**src/rtl/axil_cmd_master_if.sv**
```systemverilog
// rtl/axil_cmd_master_if.sv - command/response streams and AXI-Lite master channels for axil_cmd_master
interface axil_cmd_master_if #(
    parameter int CFGAW = 32,
    parameter int CFGDW = 32,
    parameter int ERRCW = 8
);
    logic [CFGAW-1:0] cmd_addr;
    logic [CFGDW-1:0] cmd_data;
    logic             cmd_we;
    logic             cmd_valid;
    logic             cmd_ready;

    logic [CFGDW-1:0] rsp_data;
    logic [1:0]       rsp_resp;
    logic             rsp_we;
    logic             rsp_valid;
    logic             rsp_ready;

    logic [CFGAW-1:0] m_axil_awaddr;
    logic             m_axil_awvalid;
    logic             m_axil_awready;
    logic [CFGDW-1:0] m_axil_wdata;
    logic             m_axil_wvalid;
    logic             m_axil_wready;
    logic [1:0]       m_axil_bresp;
    logic             m_axil_bvalid;
    logic             m_axil_bready;
    logic [CFGAW-1:0] m_axil_araddr;
    logic             m_axil_arvalid;
    logic             m_axil_arready;
    logic [CFGDW-1:0] m_axil_rdata;
    logic [1:0]       m_axil_rresp;
    logic             m_axil_rvalid;
    logic             m_axil_rready;

    logic [ERRCW-1:0] err_count;

    modport master (
        input  cmd_addr, cmd_data, cmd_we, cmd_valid, rsp_ready,
               m_axil_awready, m_axil_wready, m_axil_bresp, m_axil_bvalid,
               m_axil_arready, m_axil_rdata, m_axil_rresp, m_axil_rvalid,
        output cmd_ready, rsp_data, rsp_resp, rsp_we, rsp_valid,
               m_axil_awaddr, m_axil_awvalid, m_axil_wdata, m_axil_wvalid, m_axil_bready,
               m_axil_araddr, m_axil_arvalid, m_axil_rready, err_count
    );

    modport slave (
        output cmd_addr, cmd_data, cmd_we, cmd_valid, rsp_ready,
               m_axil_awready, m_axil_wready, m_axil_bresp, m_axil_bvalid,
               m_axil_arready, m_axil_rdata, m_axil_rresp, m_axil_rvalid,
        input  cmd_ready, rsp_data, rsp_resp, rsp_we, rsp_valid,
               m_axil_awaddr, m_axil_awvalid, m_axil_wdata, m_axil_wvalid, m_axil_bready,
               m_axil_araddr, m_axil_arvalid, m_axil_rready, err_count
    );
endinterface

```
**src/rtl/axil_cmd_master.sv**
```systemverilog
// rtl/axil_cmd_master.sv - single-outstanding AXI-Lite initiator driven by a command stream
module axil_cmd_master #(
    parameter int CFGAW = 32,
    parameter int CFGDW = 32,
    parameter int ERRCW = 8
) (
    input logic               clk,
    input logic               rst,
    axil_cmd_master_if.master bus
);
    typedef enum logic [2:0] {IDLE, WR, WB, RA, RD, RSP} state_t;

    state_t           state_q, state_d;
    logic             cmd_ready_q, cmd_ready_d;
    logic             awvalid_q, awvalid_d;
    logic             wvalid_q, wvalid_d;
    logic             aw_done_q, aw_done_d;
    logic             w_done_q, w_done_d;
    logic             bready_q, bready_d;
    logic             arvalid_q, arvalid_d;
    logic             rready_q, rready_d;
    logic             rsp_valid_q, rsp_valid_d;
    logic [CFGAW-1:0] awaddr_q, awaddr_d;
    logic [CFGAW-1:0] araddr_q, araddr_d;
    logic [CFGDW-1:0] wdata_q, wdata_d;
    logic [CFGDW-1:0] rsp_data_q, rsp_data_d;
    logic [1:0]       rsp_resp_q, rsp_resp_d;
    logic             rsp_we_q, rsp_we_d;
    logic [ERRCW-1:0] err_q, err_d;
    logic             done;
    logic [1:0]       done_resp;

    always_comb begin
        state_d     = state_q;
        cmd_ready_d = cmd_ready_q;
        awvalid_d   = awvalid_q;
        wvalid_d    = wvalid_q;
        aw_done_d   = aw_done_q;
        w_done_d    = w_done_q;
        bready_d    = bready_q;
        arvalid_d   = arvalid_q;
        rready_d    = rready_q;
        rsp_valid_d = rsp_valid_q;
        awaddr_d    = awaddr_q;
        araddr_d    = araddr_q;
        wdata_d     = wdata_q;
        rsp_data_d  = rsp_data_q;
        rsp_resp_d  = rsp_resp_q;
        rsp_we_d    = rsp_we_q;
        err_d       = err_q;
        done        = 1'b0;
        done_resp   = 2'b00;

        case (state_q)
            IDLE: begin
                if (bus.cmd_valid && cmd_ready_q) begin
                    cmd_ready_d = 1'b0;
                    if (bus.cmd_we) begin
                        awaddr_d  = bus.cmd_addr;
                        wdata_d   = bus.cmd_data;
                        awvalid_d = 1'b1;
                        wvalid_d  = 1'b1;
                        aw_done_d = 1'b0;
                        w_done_d  = 1'b0;
                        state_d   = WR;
                    end else begin
                        araddr_d  = bus.cmd_addr;
                        arvalid_d = 1'b1;
                        state_d   = RA;
                    end
                end
            end
            WR: begin
                // Address and data handshakes complete independently, in either order.
                if (awvalid_q && bus.m_axil_awready) begin
                    awvalid_d = 1'b0;
                    aw_done_d = 1'b1;
                end
                if (wvalid_q && bus.m_axil_wready) begin
                    wvalid_d = 1'b0;
                    w_done_d = 1'b1;
                end
                if (aw_done_d && w_done_d) begin
                    bready_d = 1'b1;
                    state_d  = WB;
                end
            end
            WB: begin
                if (bus.m_axil_bvalid) begin
                    bready_d    = 1'b0;
                    rsp_data_d  = '0;
                    rsp_resp_d  = bus.m_axil_bresp;
                    rsp_we_d    = 1'b1;
                    rsp_valid_d = 1'b1;
                    done        = 1'b1;
                    done_resp   = bus.m_axil_bresp;
                    state_d     = RSP;
                end
            end
            RA: begin
                if (bus.m_axil_arready) begin
                    arvalid_d = 1'b0;
                    rready_d  = 1'b1;
                    state_d   = RD;
                end
            end
            RD: begin
                if (bus.m_axil_rvalid) begin
                    rready_d    = 1'b0;
                    rsp_data_d  = bus.m_axil_rdata;
                    rsp_resp_d  = bus.m_axil_rresp;
                    rsp_we_d    = 1'b0;
                    rsp_valid_d = 1'b1;
                    done        = 1'b1;
                    done_resp   = bus.m_axil_rresp;
                    state_d     = RSP;
                end
            end
            RSP: begin
                if (bus.rsp_ready) begin
                    rsp_valid_d = 1'b0;
                    cmd_ready_d = 1'b1;
                    state_d     = IDLE;
                end
            end
            default: begin
                cmd_ready_d = 1'b1;
                state_d     = IDLE;
            end
        endcase

        // Error count saturates at all-ones rather than wrapping.
        if (done && done_resp != 2'b00 && err_q != {ERRCW{1'b1}}) begin
            err_d = err_q + ERRCW'(1);
        end
    end

    always_ff @(posedge clk) begin
        if (rst) begin
            state_q     <= IDLE;
            cmd_ready_q <= 1'b1;
            awvalid_q   <= 1'b0;
            wvalid_q    <= 1'b0;
            aw_done_q   <= 1'b0;
            w_done_q    <= 1'b0;
            bready_q    <= 1'b0;
            arvalid_q   <= 1'b0;
            rready_q    <= 1'b0;
            rsp_valid_q <= 1'b0;
            awaddr_q    <= '0;
            araddr_q    <= '0;
            wdata_q     <= '0;
            rsp_data_q  <= '0;
            rsp_resp_q  <= 2'b00;
            rsp_we_q    <= 1'b0;
            err_q       <= '0;
        end else begin
            state_q     <= state_d;
            cmd_ready_q <= cmd_ready_d;
            awvalid_q   <= awvalid_d;
            wvalid_q    <= wvalid_d;
            aw_done_q   <= aw_done_d;
            w_done_q    <= w_done_d;
            bready_q    <= bready_d;
            arvalid_q   <= arvalid_d;
            rready_q    <= rready_d;
            rsp_valid_q <= rsp_valid_d;
            awaddr_q    <= awaddr_d;
            araddr_q    <= araddr_d;
            wdata_q     <= wdata_d;
            rsp_data_q  <= rsp_data_d;
            rsp_resp_q  <= rsp_resp_d;
            rsp_we_q    <= rsp_we_d;
            err_q       <= err_d;
        end
    end

    assign bus.cmd_ready      = cmd_ready_q;
    assign bus.rsp_data       = rsp_data_q;
    assign bus.rsp_resp       = rsp_resp_q;
    assign bus.rsp_we         = rsp_we_q;
    assign bus.rsp_valid      = rsp_valid_q;
    assign bus.m_axil_awaddr  = awaddr_q;
    assign bus.m_axil_awvalid = awvalid_q;
    assign bus.m_axil_wdata   = wdata_q;
    assign bus.m_axil_wvalid  = wvalid_q;
    assign bus.m_axil_bready  = bready_q;
    assign bus.m_axil_araddr  = araddr_q;
    assign bus.m_axil_arvalid = arvalid_q;
    assign bus.m_axil_rready  = rready_q;
    assign bus.err_count      = err_q;
endmodule

```
**src/flat_wrapper.sv**
```systemverilog
// flat-port wrapper written by rule: the top's interface ports become plain ports
module axil_cmd_master_flat 
#(
    parameter int CFGAW = 32,
    parameter int CFGDW = 32,
    parameter int ERRCW = 8
)
  (clk, rst, bus_cmd_addr, bus_cmd_data, bus_cmd_we, bus_cmd_valid, bus_rsp_ready, bus_m_axil_awready, bus_m_axil_wready, bus_m_axil_bresp, bus_m_axil_bvalid, bus_m_axil_arready, bus_m_axil_rdata, bus_m_axil_rresp, bus_m_axil_rvalid, bus_cmd_ready, bus_rsp_data, bus_rsp_resp, bus_rsp_we, bus_rsp_valid, bus_m_axil_awaddr, bus_m_axil_awvalid, bus_m_axil_wdata, bus_m_axil_wvalid, bus_m_axil_bready, bus_m_axil_araddr, bus_m_axil_arvalid, bus_m_axil_rready, bus_err_count);
  axil_cmd_master_if #(.CFGAW(CFGAW), .CFGDW(CFGDW), .ERRCW(ERRCW)) bus_i ();
  input logic clk;
  input logic rst;
  input wire logic [$bits(bus_i.cmd_addr)-1:0] bus_cmd_addr;
  input wire logic [$bits(bus_i.cmd_data)-1:0] bus_cmd_data;
  input wire logic [$bits(bus_i.cmd_we)-1:0] bus_cmd_we;
  input wire logic [$bits(bus_i.cmd_valid)-1:0] bus_cmd_valid;
  input wire logic [$bits(bus_i.rsp_ready)-1:0] bus_rsp_ready;
  input wire logic [$bits(bus_i.m_axil_awready)-1:0] bus_m_axil_awready;
  input wire logic [$bits(bus_i.m_axil_wready)-1:0] bus_m_axil_wready;
  input wire logic [$bits(bus_i.m_axil_bresp)-1:0] bus_m_axil_bresp;
  input wire logic [$bits(bus_i.m_axil_bvalid)-1:0] bus_m_axil_bvalid;
  input wire logic [$bits(bus_i.m_axil_arready)-1:0] bus_m_axil_arready;
  input wire logic [$bits(bus_i.m_axil_rdata)-1:0] bus_m_axil_rdata;
  input wire logic [$bits(bus_i.m_axil_rresp)-1:0] bus_m_axil_rresp;
  input wire logic [$bits(bus_i.m_axil_rvalid)-1:0] bus_m_axil_rvalid;
  output wire logic [$bits(bus_i.cmd_ready)-1:0] bus_cmd_ready;
  output wire logic [$bits(bus_i.rsp_data)-1:0] bus_rsp_data;
  output wire logic [$bits(bus_i.rsp_resp)-1:0] bus_rsp_resp;
  output wire logic [$bits(bus_i.rsp_we)-1:0] bus_rsp_we;
  output wire logic [$bits(bus_i.rsp_valid)-1:0] bus_rsp_valid;
  output wire logic [$bits(bus_i.m_axil_awaddr)-1:0] bus_m_axil_awaddr;
  output wire logic [$bits(bus_i.m_axil_awvalid)-1:0] bus_m_axil_awvalid;
  output wire logic [$bits(bus_i.m_axil_wdata)-1:0] bus_m_axil_wdata;
  output wire logic [$bits(bus_i.m_axil_wvalid)-1:0] bus_m_axil_wvalid;
  output wire logic [$bits(bus_i.m_axil_bready)-1:0] bus_m_axil_bready;
  output wire logic [$bits(bus_i.m_axil_araddr)-1:0] bus_m_axil_araddr;
  output wire logic [$bits(bus_i.m_axil_arvalid)-1:0] bus_m_axil_arvalid;
  output wire logic [$bits(bus_i.m_axil_rready)-1:0] bus_m_axil_rready;
  output wire logic [$bits(bus_i.err_count)-1:0] bus_err_count;
  assign bus_i.cmd_addr = bus_cmd_addr;
  assign bus_i.cmd_data = bus_cmd_data;
  assign bus_i.cmd_we = bus_cmd_we;
  assign bus_i.cmd_valid = bus_cmd_valid;
  assign bus_i.rsp_ready = bus_rsp_ready;
  assign bus_i.m_axil_awready = bus_m_axil_awready;
  assign bus_i.m_axil_wready = bus_m_axil_wready;
  assign bus_i.m_axil_bresp = bus_m_axil_bresp;
  assign bus_i.m_axil_bvalid = bus_m_axil_bvalid;
  assign bus_i.m_axil_arready = bus_m_axil_arready;
  assign bus_i.m_axil_rdata = bus_m_axil_rdata;
  assign bus_i.m_axil_rresp = bus_m_axil_rresp;
  assign bus_i.m_axil_rvalid = bus_m_axil_rvalid;
  assign bus_cmd_ready = bus_i.cmd_ready;
  assign bus_rsp_data = bus_i.rsp_data;
  assign bus_rsp_resp = bus_i.rsp_resp;
  assign bus_rsp_we = bus_i.rsp_we;
  assign bus_rsp_valid = bus_i.rsp_valid;
  assign bus_m_axil_awaddr = bus_i.m_axil_awaddr;
  assign bus_m_axil_awvalid = bus_i.m_axil_awvalid;
  assign bus_m_axil_wdata = bus_i.m_axil_wdata;
  assign bus_m_axil_wvalid = bus_i.m_axil_wvalid;
  assign bus_m_axil_bready = bus_i.m_axil_bready;
  assign bus_m_axil_araddr = bus_i.m_axil_araddr;
  assign bus_m_axil_arvalid = bus_i.m_axil_arvalid;
  assign bus_m_axil_rready = bus_i.m_axil_rready;
  assign bus_err_count = bus_i.err_count;
  axil_cmd_master #(.CFGAW(CFGAW), .CFGDW(CFGDW), .ERRCW(ERRCW)) u_core (.clk(clk), .rst(rst), .bus(bus_i));
endmodule
```
**config.mk**
```make
export PLATFORM = sky130hd
export DESIGN_NAME = axil_cmd_master_flat
export DESIGN_NICKNAME = d
export VERILOG_FILES = /design/src/rtl/axil_cmd_master_if.sv /design/src/rtl/axil_cmd_master.sv /design/src/flat_wrapper.sv
export SDC_FILE = /design/constraint.sdc
export NUM_CORES = 1
export LEC_CHECK = 0
export CAP_MARGIN = 5
export CORE_ASPECT_RATIO = 1.4
export CORE_UTILIZATION = 30
export CTS_BUF_LIST = sky130_fd_sc_hd__clkbuf_8
export DETAILED_ROUTE_END_ITERATION = 12
export SYNTH_ARGS = -nofsm -noshare
export SYNTH_HDL_FRONTEND = slang
export SYNTH_SLANG_ARGS = --single-unit
```
**constraint.sdc**
```tcl
create_clock -name clk -period 5.25 [get_ports clk]
set_clock_uncertainty 0.1 [all_clocks]
set_input_delay 0.525 -clock clk [delete_from_list [all_inputs] [get_ports clk]]
set_output_delay 0.525 -clock clk [all_outputs]
set_load 0.03 [all_outputs]
```
== Word level (Yosys, flattened, before mapping) ==
Index checks and enable logic that the tools add are counted.

* Register bits: 151
* Bits of input ports: 110
* Output and inout port bits: 146
* Logic and storage cells: 115

* Add/sub/neg operators: 1
* Equality and inequality tests: 16
* Mux-type cells: 52
* Bitwise operators: 2
* Reduce and logical (&&, ||, !) cells: 27

{| class="wikitable"
|+ Operator list
! cell !! count
|-
| 32-bit two-way mux || 2
|-
| 32-bit one-hot mux with 2 select lines || 1
|-
| 1-bit two-way mux || 24
|-
| 3-bit AND reduction || 7
|-
| 3-bit two-way mux || 6
|-
| 1-bit one-hot mux with 2 select lines || 9
|-
| 3-bit one-hot mux with 6 select lines || 1
|-
| 4-bit AND reduction || 4
|-
| 2-bit inequality test, second input constant || 6
|-
| 2-bit nonzero test || 6
|-
| 2-bit two-way mux || 5
|-
| 8-bit by 1-bit adder with 8-bit output, second input constant || 1
|-
| 2-bit by 1-bit inequality test with 1-bit output, second input constant || 4
|-
| 8-bit inequality test, second input constant || 1
|-
| 2-bit one-hot mux with 2 select lines || 2
|-
| 3-bit by 2-bit equality test with 1-bit output, second input constant || 2
|-
| 3-bit equality test, second input constant || 2
|-
| 1-bit logical AND || 6
|-
| 1-bit one-hot mux with 3 select lines || 2
|-
| 6-bit AND reduction || 1
|-
| 4-bit OR reduction || 1
|-
| 3-bit by 1-bit equality test with 1-bit output, second input constant || 1
|-
| 3-bit logical NOT || 1
|-
| 3-bit nonzero test || 1
|-
| 1-bit NOT || 2
|}

== Longest topological paths before layout ==
Gate-level depths: netlist of run 1.

* Word-level depth: 6
* Mapped depth: 8

== Least setup slack after synthesis of run 1 ==
No wires, ideal clock.

* Path type: register -> register
* From: register u_core.err_q[0], in the netlist u_core.bus.err_count[0]
* To: register u_core.err_q[5], in the netlist u_core.bus.err_count[5]
* Setup time: 0.123 ns
* Arrival: 1.716 ns
* Required time: 5.027 ns
* Path slack: 3.311 ns
* Stages on the path, launching flop included: 6
* Period minus slack after synthesis: 1.939 ns
* Path through: dfxtp_1 -> ha_1 -> nand2_1 -> nor3_1 -> nor4_2 -> mux2_1

* Longest elaborated chain between the ends: 2
* Elaborated cells between the ends (all ways): 3
* Classes of those cells: 1 x add/sub; 1 x eq/ne; 1 x reduce/logical

{| class="wikitable"
|+ RTL lines
! item !! RTL line !! RTL
|-
| start: declaration || axil_cmd_master.sv:29 || <nowiki>logic [ERRCW-1:0] err_q, err_d;</nowiki>
|-
| start signal: assignment || axil_cmd_master.sv:174 || <nowiki>err_q <= err_d;</nowiki>
|-
| parallel branches: the longest is 2 deep, another holds 8-bit by 1-bit adder with 8-bit output || -- ||
|}

Parallel ways; which one is timed is not known.
A chain may end at the register's enable or synchronous reset.

== Worst setup path in the final report of run 1 ==
* From: register u_core.state_q[2]
* To: register u_core.rsp_data_q[12], in the netlist u_core.bus.rsp_data[12]

* Longest elaborated chain between the ends: 3
* Elaborated cells between the ends (all ways): 7
* Classes of those cells: 4 x eq/ne; 1 x mux; 2 x reduce/logical

{| class="wikitable"
|+ RTL lines
! item !! RTL line !! RTL
|-
| start: declaration || axil_cmd_master.sv:13 || <nowiki>state_t state_q, state_d;</nowiki>
|-
| start signal: assignment || axil_cmd_master.sv:158 || <nowiki>state_q <= state_d;</nowiki>
|-
| 3-bit equality test or 3-bit by 2-bit equality test with 1-bit output (tied branches) || axil_cmd_master.sv:54 || <nowiki>case (state_q)</nowiki>
|-
| 2-bit inequality test (no source line) or 2-bit nonzero test (tied branches) || -- ||
|-
| 3-bit AND reduction (no source line) || -- ||
|-
| end signal: assignment || axil_cmd_master.sv:171 || <nowiki>rsp_data_q <= rsp_data_d;</nowiki>
|-
| end: declaration || axil_cmd_master.sv:26 || <nowiki>logic [CFGDW-1:0] rsp_data_q, rsp_data_d;</nowiki>
|}

Several ways; a longest one is shown, not always the timed one.

==> impl_metrics.tcl, run 1 <==
set metrics [dict create \
    cap_violations 0 \
    clockBufferDepth 2 \
    p_int_mw 1.87 \
    globalRouteOverflowTotal 0 \
    totalWireLength_um 17800 \
    yosysSeqAreaShare_pct 53.6 \
    pwr-share-clk_pct 31.9 \
    rsz0062_at_grt "no" \
    numPortBuffers 255 \
    p_leak_nw 2.89 \
    detailed_place_hpwl_um 12100 \
    worstMarginPinSlew_ns 1.11 \
    drc 0 \
    path_cells "nor3b_1 > and2_1 > nand2_1 > a21oi_1" \
    num_rows 59 \
    synth_cells 708 \
    grt_max_degree 97 \
    die_area_mm2 0.0194 \
    cts.hold.buffers_added 0 \
    slew_viol_final 0 \
    arrival_ns 2.84 \
    finalSetupTns_ns 0 \
    end_kind "flop" \
    grt_pass1_wl_um 27900 \
    grt_pass1_vias 5283 \
    post_cts_buffers 0 \
    drive_gt1_share_pct 5.06 \
    pin_count 256 \
    drtAntennaViolNets 0 \
    area_delta_synth_final_pct 54.3 \
    nets 1046 \
    wl_per_cell_um 14.9 \
    power_density_mw_per_mm2 316 \
    period_needed_ns 2.57 \
    p_comb_share_pct 22.0 \
    outcome "complete, no violations" \
    fill_cells 1885 \
    total_power_mw 2.75 \
    initial_utilization_pct 30.4 \
    vias 5554 \
    vias_per_cell 4.66 \
    hold_violations 0 \
    syn_area_mm2 0.00564 \
    routabilityCongestion 0.767 \
    netSwitchingPower_mw 0.883 \
    synth_top_cell_by_area "dfxtp_1" \
    grt_usage_pct 18.3 \
    cp_slowest_cell "and2_1" \
    synth_area_leaders "dfxtp_1 (54%), nand2_1 (16%), a21oi_1 (13%)" \
    hold_path.class "flop to flop" \
    first_iter_violations 194 \
    p_sw_share_pct 32.1 \
    cts_tree "built" \
    cts_repair_resize_count 0 \
    netlist.area_leader.share_pct 53.6 \
    crit_buf_inv 0 \
    yosysUniqueCellTypes 47 \
    required_ns 5.52 \
    clockRootBuffer "clkbuf_8" \
    cts_buffers 17 \
    relSlewSlack_pct 26.2 \
    cts.sinks 151 \
    drtPass1Iterations 4 \
    syn_nets 819 \
    critical_path_class "flop to flop" \
    ys_ff_latch 151 \
    min_period_over_period_pct 48.9 \
    path_max_fanout 30 \
    vdd_drop_max_mv 0.159 \
    p_seq_share_pct 46.0 \
    die_x_um 118 \
    htreeDepth 4 \
    path_clk_slew_ns 0.09 \
    start_kind "flop" \
    fmax_mhz 389 \
    design.core.area_mm2 0.0185 \
    syn_avg_cell_area_um2 7.96 \
    setup_viol 0 \
    crit_family "simple AND/OR/NAND/NOR gates" \
    antenna_cells 0 \
    fp.dieH_um 164 \
    slowest_delay_ns 0.95 \
    grt_antenna_before_repair 0 \
    clkLatencyLatePin_ns 0.44 \
    synth-warning-count 0 \
]
registers in the layout, indices dropped and copies added, names as in the netlist, 2 cells and up:
| signal | count |
|---|---|
| u_core.bus.m_axil_wdata | 32 |
| u_core.bus.rsp_resp | 2 |
| u_core.bus.m_axil_araddr | 32 |
| u_core.bus.rsp_data | 32 |
| u_core.bus.m_axil_awaddr | 32 |
| u_core.bus.err_count | 8 |
| u_core.state_q | 3 |
worst paths after layout:
kind	startpoint	to	slack [ns]	cells past startpoint
max reg2reg	u_core.state_q[2]	u_core.bus.rsp_data[12]	2.68	4
min	u_core.aw_done_q	u_core.aw_done_q	0.35	2
min reg2reg	u_core.aw_done_q	u_core.aw_done_q	0.35	2
max	u_core.state_q[2]	u_core.bus.rsp_data[12]	2.68	4
routing by layer:
| layer | global-route usage, % | vias to the layer above | wire length [um] |
|---|---|---|---|
| li1 | - | 2823 | - |
| met3 | 6.32 | 16 | 1270 |
| met5 | 0 | - | 0 |
| met1 | 20.6 | 2544 | 7390 |
| met4 | 6.88 | 0 | 337 |
| met2 | 31.7 | 171 | 8810 |
area by class of cell:
class                   instances  area, um^2  share of cell area (%)
clock inverters                14         139                    1.60
repair buffers                262        2600                    29.9
well taps                     244         305                    3.51
inverters                       6        22.5                   0.259
clock buffers                  18         248                    2.85
flip-flops and latches        151        3020                    34.8
multi-input cells             497        2360                    27.1
cell usage in the layout, fill, tap and decap left out, types with 2 or more instances in the layout:
| cell type | instances |
|---|---|
| o21ai_0 | 8 |
| clkbuf_8 | 18 |
| buf_4 | 8 |
| nand4bb_1 | 2 |
| inv_6 | 5 |
| o31ai_1 | 4 |
| nor4_1 | 2 |
| nand2b_1 | 4 |
| clkdlybuf4s50_1 | 254 |
| dfxtp_1 | 151 |
| nor2_1 | 14 |
| nand3b_1 | 2 |
| nor4b_1 | 2 |
| clkinvlp_4 | 6 |
| nand2_1 | 234 |
| nor2b_1 | 2 |
| nand3_1 | 38 |
| or2_2 | 2 |
| a211o_1 | 3 |
| inv_1 | 6 |
| nor3_1 | 3 |
| nand4_1 | 3 |
| a311oi_1 | 3 |
| or3_1 | 3 |
| a21oi_1 | 145 |
power by group through the flow:
stage | sequential, mW | clock, mW | combinational [mW]
3_3_place_gp | 1.29 | 0 | 0.611
2_1_floorplan | 1.40 | 0 | 0.223
3_5_place_dp | 1.29 | 0 | 0.611
5_1_grt | 1.28 | 0.968 | 0.654
4_1_cts | 1.27 | 0.915 | 0.614
6_report | 1.27 | 0.879 | 0.607
cells by family (layout without fill, tap and decap cells):
group,after synthesis,in the layout,share of synthesized area (%)
buf+inv,60,300,4.75
flops,151,151,53.6
fa+ha+maj,1,1,0.222
compound gates,174,174,16.7
mux,3,3,0.577
simple gates,319,319,24.1
worst reg2reg max path: cells and delay by family, from the launching register on:
family / cells / cell delay (ns)
flip-flops: 1 / 0.60
AO/OA/AOI/OAI: 1 / 0.15
AND/OR/NAND/NOR: 3 / 1.66
cell usage after synthesis, drive strengths merged:
| library cell | count |
|---|---|
| nand3 | 38 |
| a211o | 3 |
| a21oi | 145 |
| inv | 6 |
| mux2i | 1 |
| nand4bb | 2 |
| or4 | 1 |
| nand3b | 2 |
| nand4 | 3 |
| nand2 | 234 |
| a311oi | 3 |
| nand2b | 4 |
| or2 | 2 |
| o22a | 1 |
| a211oi | 1 |
| buf | 24 |
| nor4b | 2 |
| nand4b | 1 |
| a41o | 1 |
| and2 | 1 |
| a31oi | 1 |
| mux2 | 2 |
| o31a | 1 |
| nor2 | 15 |
| o21ai | 8 |
| nor4 | 3 |
| ha | 1 |
| or3 | 4 |
| o21bai | 1 |
| clkbuf | 30 |
| o31ai | 4 |
| nor3b | 1 |
| o22ai | 1 |
| nor3 | 4 |
| a32oi | 1 |
| nor2b | 2 |
| dfxtp | 151 |
| o21ba | 2 |
| a2111oi | 1 |
stage by stage:
step	instance area [um^2]	setup WS, ns	utilization [%]	cells	hold slack (ns)
2_1_floorplan	5640	3.31	-	708	0.332
3_3_place_gp	8310	2.46	44.9	1160	0.338
3_5_place_dp	8310	2.41	44.9	1160	0.344
4_1_cts	8700	2.66	46.9	1192	0.356
5_1_grt	8700	2.40	46.9	1192	0.377
6_report	8700	2.68	46.9	1192	0.353
Power figures use the tool's default switching activity.
==> inputs of run 2 (changes only) <==
==> constraint.sdc (replaced) <==
create_clock -name clk -period 2.2 [get_ports clk]
set_clock_uncertainty 0.1 [all_clocks]
set_input_delay 0.22 -clock clk [delete_from_list [all_inputs] [get_ports clk]]
set_output_delay 0.22 -clock clk [all_outputs]
set_load 0.03 [all_outputs]
==> run 2 against run 1 <==
Against the previous run:
- flip-flop and latch count is the same
- count of clock-buffer cells in the layout is the same
- power grew 140%
- first-iteration DRC count grew 49%
- cell count grew 1.3%
- largest power group unchanged
- setup slack lost 2.5 ns
- critical endpoint is now u_core.state_q[0]
- highest routed layer unchanged
- wire length shrank 0.10%
- maximum frequency grew 26%
- sequential power grew 140%
==> impl_metrics.tcl, run 2 (synthesis gave the netlist of run 1 again) <==
set metrics [dict create \
    outcome "complete, no violations" \
    hold_violations 0 \
    wl_per_cell_um 14.7 \
    die_area_mm2 0.0194 \
    drive_gt1_share_pct 6.54 \
    path_cells "buf_4 > mux2_2 > nor2_1 > nor4b_1 > a2111oi_0" \
    globalRouteOverflowTotal 0 \
    final_cell_mix "clkdlybuf4s50_1 (254), nand2_1 (234), dfxtp_1 (151)" \
    r2r_slack_ns 0.17 \
    dpl.cell_count 1176 \
    end_kind "flop" \
    cts_tree "built" \
    slowest_delay_ns 0.52 \
    required_ns 2.40 \
    arrival_ns 2.23 \
    reg2reg_to "u_core.state_q[0]" \
    clockRootBuffer "clkbuf_8" \
    cp_slowest_cell "dfxtp_1" \
    vdd_drop_max_mv 0.320 \
    antenna_cells 0 \
    layout.cells.non_filler 1208 \
    relSlewSlack_pct 67.4 \
    vias_per_cell 4.60 \
    cap_violations 0 \
    period_needed_ns 2.03 \
    setup_viol 0 \
    p_leak_nw 3.01 \
    die_x_um 118 \
    totalWireLength_um 17800 \
    grt_antenna_before_repair 0 \
    grt_max_degree 54 \
    worstSetupEndpoint "u_core.state_q[0]" \
    critPathLaunch "u_core.state_q[0]" \
    cts_repair_resize_count 0 \
    cts.hold.buffers_added 0 \
    path_max_fanout 10 \
    drtPass1Iterations 6 \
    critical_path_class "flop to flop" \
    grt_usage_pct 18.4 \
    area_delta_synth_final_pct 57.7 \
    first_iter_violations 289 \
    cts.sinks 151 \
    clkLatencyLatePin_ns 0.45 \
    initial_utilization_pct 30.4 \
    fp.dieH_um 164 \
    setup_slack_ns 0.170 \
    clockBufferDepth 2 \
    start_kind "flop" \
    grt_pass1_vias 5332 \
    min_period_over_period_pct 92.3 \
    fmax_mhz 492 \
    routabilityCongestion 0.774 \
    design.core.area_mm2 0.0185 \
    placed_area_mm2 0.00849 \
    final_common_cell "clkdlybuf4s50_1" \
    r2r-start "u_core.state_q[0]" \
    htreeDepth 4 \
    detailed_place_hpwl_um 12200 \
    path_clk_slew_ns 0.08 \
    worstMarginPinSlew_ns 0.476 \
    finalSetupTns_ns 0 \
    drtAntennaViolNets 0 \
    post_cts_buffers 0 \
    power_density_mw_per_mm2 753 \
    nets 1062 \
    slew_viol_final 0 \
    num_rows 59 \
    pre_cts_slack_ns 0.121 \
    grt_pass1_wl_um 27900 \
    rsz0062_at_grt "no" \
    vias 5552 \
    numPortBuffers 255 \
    drc 0 \
    final_area_mm2 0.00889 \
    r2r.worst_path.cells 5 \
    fill_cells 1828 \
    cts_buffers 17 \
    pin_count 256 \
    hold_path.class "input port to flop" \
]
[run 2: cell count changes in the layout (fill, tap and decap cells not counted), sizes merged]
cell	change
buf	+16
bufinv	+1
clkinv	+2
clkinvlp	-2
inv	-1
[run 2: cell type report]
type,instances,area [um^2],share of cell area [%]
tap,244,305,3.43
clock inverter,14,148,1.66
sequential,151,3020,34.0
timing repair buffer,278,2790,31.3
multi-input combinational,497,2360,26.5
inverter,6,22.5,0.253
clock buffer,18,248,2.79
[run 2: worst max-delay path, delay by kind of cell (launching register included)]
family	cells	cell delay, ns
AOI/OAI and AO/OA	1	0.48
buffers and inverters	1	0.22
muxes	1	0.35
DFF	1	0.52
and+or+nand+nor	2	0.21
[run 2: stage by stage]
stage          hold WS [ns]  power [mW]  util (%)
6_report             0.0690        6.69      48.0
5_1_grt              0.0531        7.05      48.0
4_1_cts              0.0343        6.80      48.0
3_5_place_dp          0.345        4.62      45.8
3_3_place_gp          0.339        4.61      45.8
2_1_floorplan         0.235        3.88         -
[run 2: where the power goes]
group	internal [mW]	switching [mW]
Clock	1.04	1.11
Combinational	0.675	0.858
Sequential	2.90	0.108
Total	4.62	2.08
[run 2: worst min-delay path by stage]
| stage | start | end | slack [ns] | cells after the start |
|---|---|---|---|---|
| 3_5_place_dp | u_core.bus.m_axil_wdata[24] | u_core.bus.m_axil_wdata[24] | 0.35 | 2 |
| 4_1_cts | rst | u_core.bus.m_axil_rready | 0.03 | 2 |
| 3_3_place_gp | u_core.w_done_q | u_core.w_done_q | 0.34 | 2 |
| 2_1_floorplan | bus_m_axil_arready | u_core.bus.m_axil_arvalid | 0.24 | 1 |
| 5_1_grt | rst | u_core.bus.m_axil_rready | 0.05 | 2 |
| 6_report | rst | u_core.bus.m_axil_rready | 0.07 | 2 |
[run 2: per-layer routing]
metal | GRT usage (%) | vias to the layer above | wire [um] | share of wire, %
met4 | 7.28 | 0 | 290 | 1.6
met2 | 32.2 | 166 | 8890 | 50
met1 | 20.5 | 2521 | 7360 | 41
met5 | 0 | - | 0 | 0
li1 | - | 2845 | - | -
met3 | 6.08 | 20 | 1260 | 7.1
==> inputs of run 3 (changes only) <==
--- a/config.mk
+++ b/config.mk
@@ -5,6 +5,7 @@
 export SDC_FILE = /design/constraint.sdc
 export NUM_CORES = 1
 export LEC_CHECK = 0
+export ABC_AREA = 1
 export CAP_MARGIN = 5
 export CORE_ASPECT_RATIO = 1.4
 export CORE_UTILIZATION = 30
==> run 3 against run 2 <==
Against the previous run:
- die area grew 3.3%
- count of clock-buffer cells in the layout is the same
- core utilization shrank 1.1 points
- worst hold slack gained 0.17 ns
- wire length grew 1.7%
- power grew 29%
- area after synthesis grew 3.4%
- combinational power grew 110%
- sequential power grew 13%
- via count grew 3.6%
- non-clock buffer count shrank 14
- clock power shrank 7%
- critical path type is now flop to primary output
- critical endpoint is now bus_err_count[6]
- largest power group unchanged
- highest routed layer unchanged
==> impl_metrics.tcl, run 3 <==
set metrics [dict create \
    min_period_over_period_pct 88.0 \
    setup_slack_ns 0.265 \
    clkLatencyLatePin_ns 0.45 \
    synth_xor_area_share_pct 0.451 \
    worstMarginPinSlew_ns 0.521 \
    path_cells "clkdlybuf4s50_1" \
    path_clk_slew_ns 0.09 \
    hold_path.class "input port to flop" \
    crit_family "buffers and inverters" \
    yosysSeqAreaShare_pct 51.9 \
    synth_cells 756 \
    vias_per_cell 4.60 \
    rsz0062_at_grt "no" \
    cts_buffers 17 \
    drtPass1Iterations 4 \
    grt_usage_pct 18.3 \
    num_rows 59 \
    end_kind "primary output" \
    muxShareOfSynthArea_pct 0 \
    drc 0 \
    crit_buf_inv 1 \
    setup_viol 0 \
    vdd_drop_max_mv 0.449 \
    first_iter_violations 316 \
    r2r-start "u_core.state_q[2]" \
    fmax_mhz 517 \
    min-delay-start "bus_m_axil_rdata[23]" \
    hold_violations 0 \
    synthAdderAreaFrac_pct 0.215 \
    drtAntennaViolNets 0 \
    synth_top_cell_by_area "dfxtp_1" \
    die_x_um 120 \
    grt_pass1_wl_um 29000 \
    synth_common_cells "nor2_1 (223), dfxtp_1 (151), o21ai_0 (92), nand2_1 (84), nand3_1 (56)" \
    grt_max_degree 100 \
    pre_cts_slack_ns 0.246 \
    grt_pass1_vias 5642 \
    initial_utilization_pct 31.0 \
    die_area_mm2 0.0200 \
    synth-warning-count 0 \
    arrival_ns 1.62 \
    htreeDepth 4 \
    period_needed_ns 1.94 \
    r2r_slack_ns 0.37 \
    totalWireLength_um 18100 \
    fp.dieH_um 167 \
    synth-edff-count 0 \
    syn_area_mm2 0.00583 \
    critPathLaunch "u_core.bus.err_count[6]" \
    nets 1103 \
    ys_ff_latch 151 \
    slew_viol_final 0 \
    pin_count 256 \
    routabilityCongestion 0.806 \
    postSynth.asyncResetShare_pct 0 \
    synth_area_leaders "dfxtp_1 (52%), nor2_1 (14%), o21ai_0 (7.9%)" \
    start_kind "flop" \
    ys.flop_type "dfxtp_1" \
    globalRouteOverflowTotal 0 \
    synth-compound-area-share_pct 13.2 \
    cp_slowest_cell "clkdlybuf4s50_1" \
    wl_per_cell_um 14.5 \
    design.core.area_mm2 0.0188 \
    vias 5751 \
    finalSetupTns_ns 0 \
    critical_path_class "flop to primary output" \
    netlist.area_leader.share_pct 51.9 \
    p_leak_nw 3.48 \
    relSlewSlack_pct 65.3 \
    yosys.area_share.simple_pct 27.3 \
    clockRootBuffer "clkbuf_8" \
    path_max_fanout 6 \
    slowest_delay_ns 0.71 \
    numPortBuffers 255 \
    cts_tree "built" \
    antenna_cells 0 \
    final_common_cell "clkdlybuf4s50_1" \
    power_density_mw_per_mm2 974 \
    yosysUniqueCellTypes 31 \
    grt_antenna_before_repair 0 \
    cap_violations 0 \
    synth_top_family_by_area "simple AND/OR/NAND/NOR gates" \
    final_cell_mix "clkdlybuf4s50_1 (254), nor2_1 (223), dfxtp_1 (151)" \
    drive_gt1_share_pct 6.07 \
    detailed_place_hpwl_um 12200 \
    post_cts_buffers 0 \
    syn_avg_cell_area_um2 7.71 \
    syn_nets 867 \
    clockBufferDepth 2 \
    required_ns 1.88 \
    outcome "complete, no violations" \
    synth_most_common_cell "nor2_1" \
    area_delta_synth_final_pct 51.6 \
    cts.sinks 151 \
]
==> run 3: changes by cell type in the layout (fill, tap and decap cells not counted), moves of 4 or more <==
cell,change
o21ai_0,+84
o21ai_1,+10
nand2_2,+4
buf_4,-14
a21oi_1,-97
nand2_1,-150
nand2b_1,-4
nor2_1,+209
nand3_1,+18
o31ai_1,-4
inv_1,+6
==> run 3: cell families after synthesis <==
kind of cell | after synthesis
xor+xnor | 3
compound gates | 152
flops | 151
buf+inv | 67
simple gates | 382
fa+ha+maj | 1
==> run 3: timing repair <==
action / 4_1_cts / 5_1_grt
gates resized for setup: 0 / 0
hold endpoints to repair: 5 / 0
hold buffers: 1 / 0
==> run 3: power breakdown <==
part	internal, mW	switching [mW]
Clock	0.844	1.17
Sequential	3.15	0.255
Combinational	1.20	1.99
Total	5.19	3.41
==> run 3: final timing paths <==
path                            cells after the start                 endpoint
worst max register to register                      8   u_core.bus.rsp_data[2]
worst min register to register                      2  u_core.bus.rsp_data[20]
worst min-delay path                                3  u_core.bus.rsp_data[23]
worst max-delay path                                1         bus_err_count[6]
==> run 3: final cells by class <==
cell class	instances	area (um^2)
Clock buffer	18	248
Clock inverter	14	116
Fill cell	1925	9990
Inverter	20	82.6
Multi-Input combinational cell	538	2400
Sequential cell	151	3020
Tap cell	244	305
Timing Repair Buffer	264	2660
==> run 3: metrics by stage <==
| stage | total power, mW | cell area (um^2) | std cells | util (%) | hold slack (ns) |
|---|---|---|---|---|---|
| 4_1_cts | 8.73 | 8830 | 1249 | 46.9 | 0.201 |
| 2_1_floorplan | 5.44 | 5830 | 756 | - | 0.255 |
| 3_5_place_dp | 6.66 | 8460 | 1216 | 44.9 | 0.354 |
| 6_report | 8.60 | 8830 | 1249 | 46.9 | 0.242 |
| 3_3_place_gp | 6.66 | 8460 | 1216 | 44.9 | 0.349 |
| 5_1_grt | 9.12 | 8830 | 1249 | 46.9 | 0.207 |
==> run 3: layer usage <==
layer | wire length, um | track usage, %
met3 | 1610 | 6.85
met2 | 8620 | 31.0
met1 | 7500 | 20.6
met4 | 378 | 7.17
met5 | 0 | 0
